## src/rtl/mips_pkg.sv

```systemverilog
// Shared MIPS pipeline constants and types.
// Used by the fetch stage and its neighbours.
package mips_pkg;

  localparam logic [31:0] NOP_INSTR        = 32'd0;
  localparam logic [31:0] DEFAULT_RESET_PC = 32'h0000_0000;
  localparam logic [31:0] PC_INCR          = 32'd4;

  typedef enum logic {
    IF_EMPTY = 1'b0,
    IF_FULL  = 1'b1
  } if_state_t;

endpackage

```

## src/rtl/if_fetch_unit.sv

```systemverilog
// Instruction fetch stage: owns the fetch PC, talks to imem,
// buffers one instruction for IF/ID and honours the delay slot.
module if_fetch_unit
  import mips_pkg::*;
#(
  parameter logic [31:0] RESET_PC = DEFAULT_RESET_PC
) (
  input  logic        clock,
  input  logic        reset,
  input  logic        IF_ID_Write,
  input  logic        redirect,
  input  logic [31:0] redirect_target,
  output logic        imem_req,
  output logic [31:0] imem_addr,
  input  logic        imem_ready,
  input  logic [31:0] imem_rdata,
  output logic [31:0] IF_INSTR,
  output logic [31:0] IF_PC
);

  if_state_t   state, state_n;
  logic [31:0] fetch_pc, fetch_pc_n;
  logic [31:0] buf_instr, buf_instr_n;
  logic [31:0] buf_pc, buf_pc_n;
  logic        req_pend, req_pend_n;
  logic        tgt_valid, tgt_valid_n;
  logic [31:0] tgt_pc, tgt_pc_n;
  logic        done;
  logic [31:0] addr_inc;

  // State register; a pending fetch is dropped on reset.
  always_ff @(posedge clock or posedge reset) begin
    if (reset) begin
      state     <= IF_EMPTY;
      fetch_pc  <= RESET_PC;
      buf_instr <= NOP_INSTR;
      buf_pc    <= 32'd0;
      req_pend  <= 1'b0;
      tgt_valid <= 1'b0;
      tgt_pc    <= 32'd0;
    end else begin
      state     <= state_n;
      fetch_pc  <= fetch_pc_n;
      buf_instr <= buf_instr_n;
      buf_pc    <= buf_pc_n;
      req_pend  <= req_pend_n;
      tgt_valid <= tgt_valid_n;
      tgt_pc    <= tgt_pc_n;
    end
  end

  // Next-state, request/address mux and redirect bookkeeping.
  // A redirect seen while a fetch is outstanding is parked in
  // tgt_pc, because fetch_pc must keep the pending address stable.
  always_comb begin
    state_n     = state;
    fetch_pc_n  = fetch_pc;
    buf_instr_n = buf_instr;
    buf_pc_n    = buf_pc;
    tgt_valid_n = tgt_valid;
    tgt_pc_n    = tgt_pc;
    imem_req    = 1'b0;

    unique case (state)
      IF_EMPTY: imem_req = 1'b1;
      IF_FULL:  imem_req = IF_ID_Write;
      default:  imem_req = 1'b0;
    endcase
    if (reset) imem_req = 1'b0;

    if (req_pend)      imem_addr = fetch_pc;
    else if (redirect) imem_addr = redirect_target;
    else               imem_addr = fetch_pc;

    addr_inc   = imem_addr + PC_INCR;
    done       = imem_req && imem_ready;
    req_pend_n = imem_req && !imem_ready;

    if (done) begin
      if (req_pend && redirect)
        fetch_pc_n = redirect_target;
      else if (req_pend && tgt_valid)
        fetch_pc_n = tgt_pc;
      else
        fetch_pc_n = addr_inc;
      tgt_valid_n = 1'b0;
    end else if (imem_req) begin
      if (!req_pend) begin
        fetch_pc_n = imem_addr;
      end else if (redirect) begin
        tgt_valid_n = 1'b1;
        tgt_pc_n    = redirect_target;
      end
    end else if (redirect) begin
      fetch_pc_n = redirect_target;
    end

    if (done) begin
      state_n     = IF_FULL;
      buf_instr_n = imem_rdata;
      buf_pc_n    = addr_inc;
    end else if (state == IF_FULL && IF_ID_Write) begin
      state_n     = IF_EMPTY;
      buf_instr_n = NOP_INSTR;
      buf_pc_n    = 32'd0;
    end
  end

  assign IF_INSTR = buf_instr;
  assign IF_PC    = buf_pc;

endmodule

```

## config.mk

```make
export PLATFORM = sky130hd
export DESIGN_NAME = if_fetch_unit
export DESIGN_NICKNAME = d
export VERILOG_FILES = /design/src/rtl/mips_pkg.sv /design/src/rtl/if_fetch_unit.sv
export SDC_FILE = /design/constraint.sdc
export NUM_CORES = 1
export LEC_CHECK = 0
export ABC_AREA = 1
export CAP_MARGIN = 10
export CELL_PAD_IN_SITES_DETAIL_PLACEMENT = 0
export CELL_PAD_IN_SITES_GLOBAL_PLACEMENT = 2
export CORE_UTILIZATION = 30
export DETAILED_ROUTE_END_ITERATION = 6
export DONT_BUFFER_PORTS = 1
export GPL_ROUTABILITY_DRIVEN = 0
export PLACE_DENSITY_LB_ADDON = 0.1
export SLEW_MARGIN = 20
export SYNTH_ARGS = -nofsm -noshare
export SYNTH_HDL_FRONTEND = slang
export SYNTH_SLANG_ARGS = --single-unit
```

## constraint.sdc

```tcl
create_clock -name clock -period 20.3 [get_ports clock]
set_clock_uncertainty 0.2 [all_clocks]
set_input_delay 6.09 -clock clock [delete_from_list [all_inputs] [get_ports clock]]
set_output_delay 6.09 -clock clock [all_outputs]
set_load 0.02 [all_outputs]
```

==> run_results.csv, run 1 <==
group,metric,value,unit
outcome,status,"complete, no violations",
routing,drc,0,
power,power_leakage,4.44,nW
clocking,cts.sinks,131,
floorplan,coreArea,0.0270,mm²
final_layout,nets,1183,
run,maxCapViolCount,0,
min_path,min-delay-start,"tgt_pc[15]",
power,cellPowerDensity,101,mW/mm²
power,peakVddDrop,0.0499,mV
routing,wl,30.7,mm
logic_synthesis,synth_area_leaders,"dfrtp_1 40%, nand2_1 19%, a22o_1 4.6%",
setup_path,worstPathArrival,7640,ps
power,switching_share,38.2,%
logic_synthesis,synth.distinct_cells,40,
global_route,grt_max_degree,81,
setup_path,rrSetupSlack,16760,ps
sta,fin_tns_setup,0,ps
logic_synthesis,ys_seq_area_share,39.8,%
sta,max_freq,71.8,MHz
final_layout,post-route-util,33.3,%
global_route,antenna_found_initial,0,
clocking,insertion_delay,430,ps
placement,io_buffers,0,
routing,drt_first_pass_iters,5,
power,p_sw,0.346,mW
logic_synthesis,yosys.area.top_type,"dfrtp_1",
setup_path,critPathRequiredTime,14010,ps
sta,timing.final.crit_share,68.6,%
clocking,post-cts-setup-buffers,0,
clocking,numCtsBuffers,17,
logic_synthesis,synth-main-ff-cell,"dfrtp_1",
setup_path,worstReg2RegStart,"req_pend",
final_layout,fillers,2912,
clocking,cts-root-buf,"clkbuf_16",
clocking,ctsHoldBuffers,0,
final_layout,syn_to_final_growth,8.94,%
power,internal_power,0.560,mW
sta,relSlewSlack,29.4,%
routing,wl_per_cell,21.0,µm
min_path,whs_path_depth,2,
routing,drt-initial-drc-count,383,
sta,tightest_slew,1050,ps
setup_path,end_kind,"output port",
routing,avgViaCountPerCell,5.07,
clocking,cts_tree,"built",
setup_path,path_class,"in -> out",
power,clkPwrFrac,36.2,%
logic_synthesis,synth_top_area_share,39.8,%
power,pwr-share-comb,23.8,%
floorplan,fp-row-count,60,
routing,ant_nets,0,
global_route,grt-ovfl-total,0,
logic_synthesis,syn_nets,1215,
floorplan,die_h,168,µm
clocking,h-tree-depth,4,
global_route,grt_pass1_wl,46.8,mm
logic_synthesis,yosysMostFrequentCell,"nand2_1",
logic_synthesis,netlist_instances,1145,
logic_synthesis,synthTopCellsByCount,"415 x nand2_1, 131 x dfrtp_1, 92 x inv_1, 74 x nand3_1, 53 x nor2_1",
min_path,min_to,"tgt_pc[15]",
floorplan,io_pins,166,
floorplan,start_util,30.6,%
clocking,path_clk_slew,60,ps
setup_path,reg2reg_to,"fetch_pc[11]",
clocking,cts-resized-gates,0,
power,seqPwrFrac,40.0,%
sta,setup_viol,0,
final_layout,drive_gt1_share,12.3,%
setup_path,cp_max_fo,80,
floorplan,die-area,0.0281,mm²
sta,slew_violations,0,
clocking,cts_buffer_depth,2,
floorplan,die_x,168,µm
logic_synthesis,synth.avg_cell_area,7.20,µm²
logic_synthesis,synthArstFlopShare,100,%
final_layout,antenna_cells,0,
sta,rsz0062_at_grt,"false",
sta,hold_viol_final,0,
min_path,holdCritPathClass,"reg -> reg",
global_route,grtUsageTotal,22.4,%
logic_synthesis,synth_seq_cells,131,
logic_synthesis,synthesis.area,0.00824,mm²
placement,dp_hpwl,20.5,mm
logic_synthesis,synth_edf_count,0,
setup_path,r2r_cells,12,
sta,fin_crit,13930,ps
setup_path,startpoint_type,"input port",
routing,num_vias,7433,
logic_synthesis,yosys_warnings,0,
global_route,grt_pass1_vias,7255,
## worst max-delay path, stage by stage
cell	delay [ps]
inv_6	200
nand2_1	160
buf_4	490
clkinv_1	660
## metrics by stage
step	setup slack (ps)	std cells	area, µm²	total power [mW]	hold slack [ps]
3_5_place_dp	6280	1435	8370	0.585	307
6_report	6370	1467	8980	0.907	319
3_3_place_gp	6250	1435	8370	0.586	296
4_1_cts	6290	1467	8970	0.921	321
2_1_floorplan	4430	1145	8240	0.530	265
5_1_grt	6200	1467	8980	0.963	344
## flip-flops by register name, summed over array words and instances (netlist names)
register and flops:
tgt_valid 1, IF_INSTR 32, IF_PC 32, state 1
fetch_pc 32, req_pend 1, tgt_pc 32
## routing by layer
metal,part of all wire (%),GRT usage [%]
met5,0,0
met4,1.6,6.22
met3,6.5,5.93
met2,45,35.4
met1,47,30.0
## layout make-up
type | count | area, µm² | share of cell area [%]
Clock buffer | 18 | 429 | 4.78
Tap cell | 341 | 427 | 4.75
Sequential cell | 131 | 3280 | 36.5
Multi-Input combinational cell | 852 | 4200 | 46.8
Clock inverter | 14 | 168 | 1.87
Inverter | 100 | 390 | 4.35
Timing Repair Buffer | 11 | 82.6 | 0.920
## logic make-up after synthesis
family | after synthesis | synth area share, %
adder cells (fa/ha/maj) | 1 | 0.152
flip-flops | 131 | 39.8
XOR/XNOR | 8 | 0.850
multiplexers | 2 | 0.258
AND/OR/NAND/NOR | 637 | 33.9
AO/OA/AOI/OAI | 204 | 15.7
buffers and inverters | 162 | 9.40
## placed cells by master, fill, tap and decap left out, types with 2 or more instances in the layout
cell / count
clkbuf_16: 17
or2_2: 4
inv_1: 89
o21ai_1: 6
buf_4: 11
o22ai_1: 28
nand4_1: 7
clkinv_1: 4
a32oi_1: 6
nand3_1: 74
o211ai_1: 4
a21oi_1: 49
nor2_2: 21
nand2_2: 45
bufinv_16: 2
xor2_1: 8
nor2_4: 6
dfrtp_1: 131
a22o_1: 43
nor2_1: 51
a21o_1: 11
inv_8: 4
nand3_2: 13
clkinvlp_4: 4
nand2_1: 415
inv_6: 6
inv_2: 4
o21ai_0: 52
## worst max-delay path by stage
stage,end,startpoint,slack [ps],depth (start not counted)
detailed placement,imem_req,reset,6280,4
floorplan,imem_req,reset,4430,3
global placement,imem_req,reset,6250,4
finish,imem_req,reset,6370,4
global route,imem_req,reset,6200,4
CTS,imem_req,reset,6290,4
## power by group through the flow
stage / clock (mW) / sequential (mW) / combinational, mW
6_report: 0.328 / 0.362 / 0.216
3_5_place_dp: 0 / 0.367 / 0.219
2_1_floorplan: 0 / 0.360 / 0.170
5_1_grt: 0.348 / 0.369 / 0.245
3_3_place_gp: 0 / 0.368 / 0.219
4_1_cts: 0.339 / 0.363 / 0.219
Note: power is estimated with default switching activity, not from simulation.
==> inputs of run 2 (changes only) <==
- clock period: 20.3 -> 12.6 ns (I/O delays scaled with it)
==> run_results.csv, run 2 (synthesized netlist as in run 1, its figures left out) <==
group,metric,value,unit
placement,io_buffers,0,
min_path,whs_path_depth,1,
min_path,holdCritPathClass,"reg -> reg",
outcome,status,"complete, no violations",
clocking,post-cts-setup-buffers,0,
floorplan,die_x,168,µm
routing,drt-initial-drc-count,434,
final_layout,fin_area,0.00895,mm²
clocking,cts-root-buf,"clkbuf_16",
clocking,cts_tree,"built",
floorplan,io_pins,166,
global_route,grt_pass1_vias,7399,
setup_path,path_class,"in -> out",
sta,timing.final.crit_share,74.0,%
clocking,cts_buffer_depth,2,
run,maxCapViolCount,0,
setup_path,crit_slowest_cell,"clkinv_1",
setup_path,path_cells,"inv_6 -> nand2_1 -> buf_4 -> clkinv_1",
clocking,path_clk_slew,70,ps
routing,ant_nets,0,
sta,fin_tns_setup,0,ps
final_layout,layout_commonest_cell,"nand2_1",
sta,setup_viol,0,
sta,fin_ws,3280,ps
global_route,grt_pass1_wl,47.0,mm
routing,avgViaCountPerCell,5.06,
setup_path,r2r_cells,12,
final_layout,antenna_cells,0,
final_layout,fillers,2976,
floorplan,start_util,30.6,%
routing,wl_per_cell,20.9,µm
sta,slew_violations,0,
global_route,grtUsageTotal,22.6,%
final_layout,syn_to_final_growth,8.67,%
final_layout,layout_common_cells,"415 x nand2_1, 131 x dfrtp_1, 89 x inv_1",
setup_path,end_kind,"output port",
power,power_leakage,4.43,nW
routing,drc,0,
final_layout,nets,1183,
clocking,ctsHoldBuffers,0,
routing,num_vias,7427,
global_route,grt_max_degree,81,
clocking,cts.sinks,131,
placement,dp_hpwl,20.5,mm
floorplan,die-area,0.0281,mm²
floorplan,fp-row-count,60,
floorplan,die_h,168,µm
power,peakVddDrop,0.0899,mV
setup_path,worstPathArrival,5340,ps
clocking,cts-resized-gates,0,
sta,rsz0062_at_grt,"false",
placement,place_ws,3210,ps
floorplan,coreArea,0.0270,mm²
setup_path,critPathRequiredTime,8620,ps
setup_path,cp_max_fo,80,
placement,placedInstanceArea,0.00837,mm²
routing,wl,30.7,mm
global_route,grt-ovfl-total,0,
clocking,h-tree-depth,4,
sta,hold_viol_final,0,
power,cellPowerDensity,161,mW/mm²
routing,drt_first_pass_iters,5,
final_layout,drive_gt1_share,12.4,%
clocking,numCtsBuffers,17,
sta,max_freq,107,MHz
setup_path,startpoint_type,"input port",
sta,fin_crit,9320,ps
sta,tightest_slew,893,ps
setup_path,critPathMaxStageDelay,670,ps
sta,relSlewSlack,40.4,%
final_layout,post-route-util,33.2,%
global_route,antenna_found_initial,0,
clocking,insertion_delay,430,ps
[run 2: cell count changes in the layout (fill, tap and decap cells not counted), sizes merged]
cell	previous run	this run
bufinv	2	1
clkinvlp	4	5
[run 2: critical path: cells and delay by family]
family / cells / cell delay, ps
buffers and inverters: 3 / 1390
AND/OR/NAND/NOR: 1 / 150
[run 2: stage by stage]
stage               instances  power, mW  hold slack [ps]
floorplan                1145      0.853              265
global placement         1435      0.945              296
detailed placement       1435      0.943              301
CTS                      1467       1.47              319
global route             1467       1.53              338
finish                   1467       1.44              314
[run 2: layout make-up]
class | instances | area [µm²] | area share [%]
Clock buffer | 18 | 429 | 4.79
Clock inverter | 14 | 145 | 1.62
Inverter | 100 | 390 | 4.36
Multi-Input combinational cell | 852 | 4200 | 46.9
Sequential cell | 131 | 3280 | 36.6
Tap cell | 341 | 427 | 4.77
Timing Repair Buffer | 11 | 82.6 | 0.922
[run 2: worst paths after layout]
kind | start | end | slack (ps)
worst max-delay path | reset | imem_req | 3280
worst max register to register | req_pend | fetch_pc[11] | 9100
min in group asynchronous | reset | IF_INSTR[15] | 3150
max in group asynchronous | reset | fetch_pc[2] | 7790
worst min register to register | tgt_pc[4] | tgt_pc[4] | 310
worst min-delay path | tgt_pc[4] | tgt_pc[4] | 310
[run 2: per-layer routing]
metal	wire [µm]	global-route usage, %	share of wire, %	up-vias
met5	0	0	0	-
met4	555	6.46	1.8	0
met3	1810	6.15	5.9	25
met2	13800	35.6	45	213
met1	14500	30.1	47	3517
li1	-	-	-	3672
[run 2: where the power goes]
group / switching (mW) / total (mW) / leakage (nW) / internal, mW
registers: 0.0835 / 0.584 / 1.63 / 0.500
clock network: 0.230 / 0.509 / 0.266 / 0.279
logic: 0.246 / 0.349 / 2.53 / 0.103
total: 0.559 / 1.44 / 4.43 / 0.882
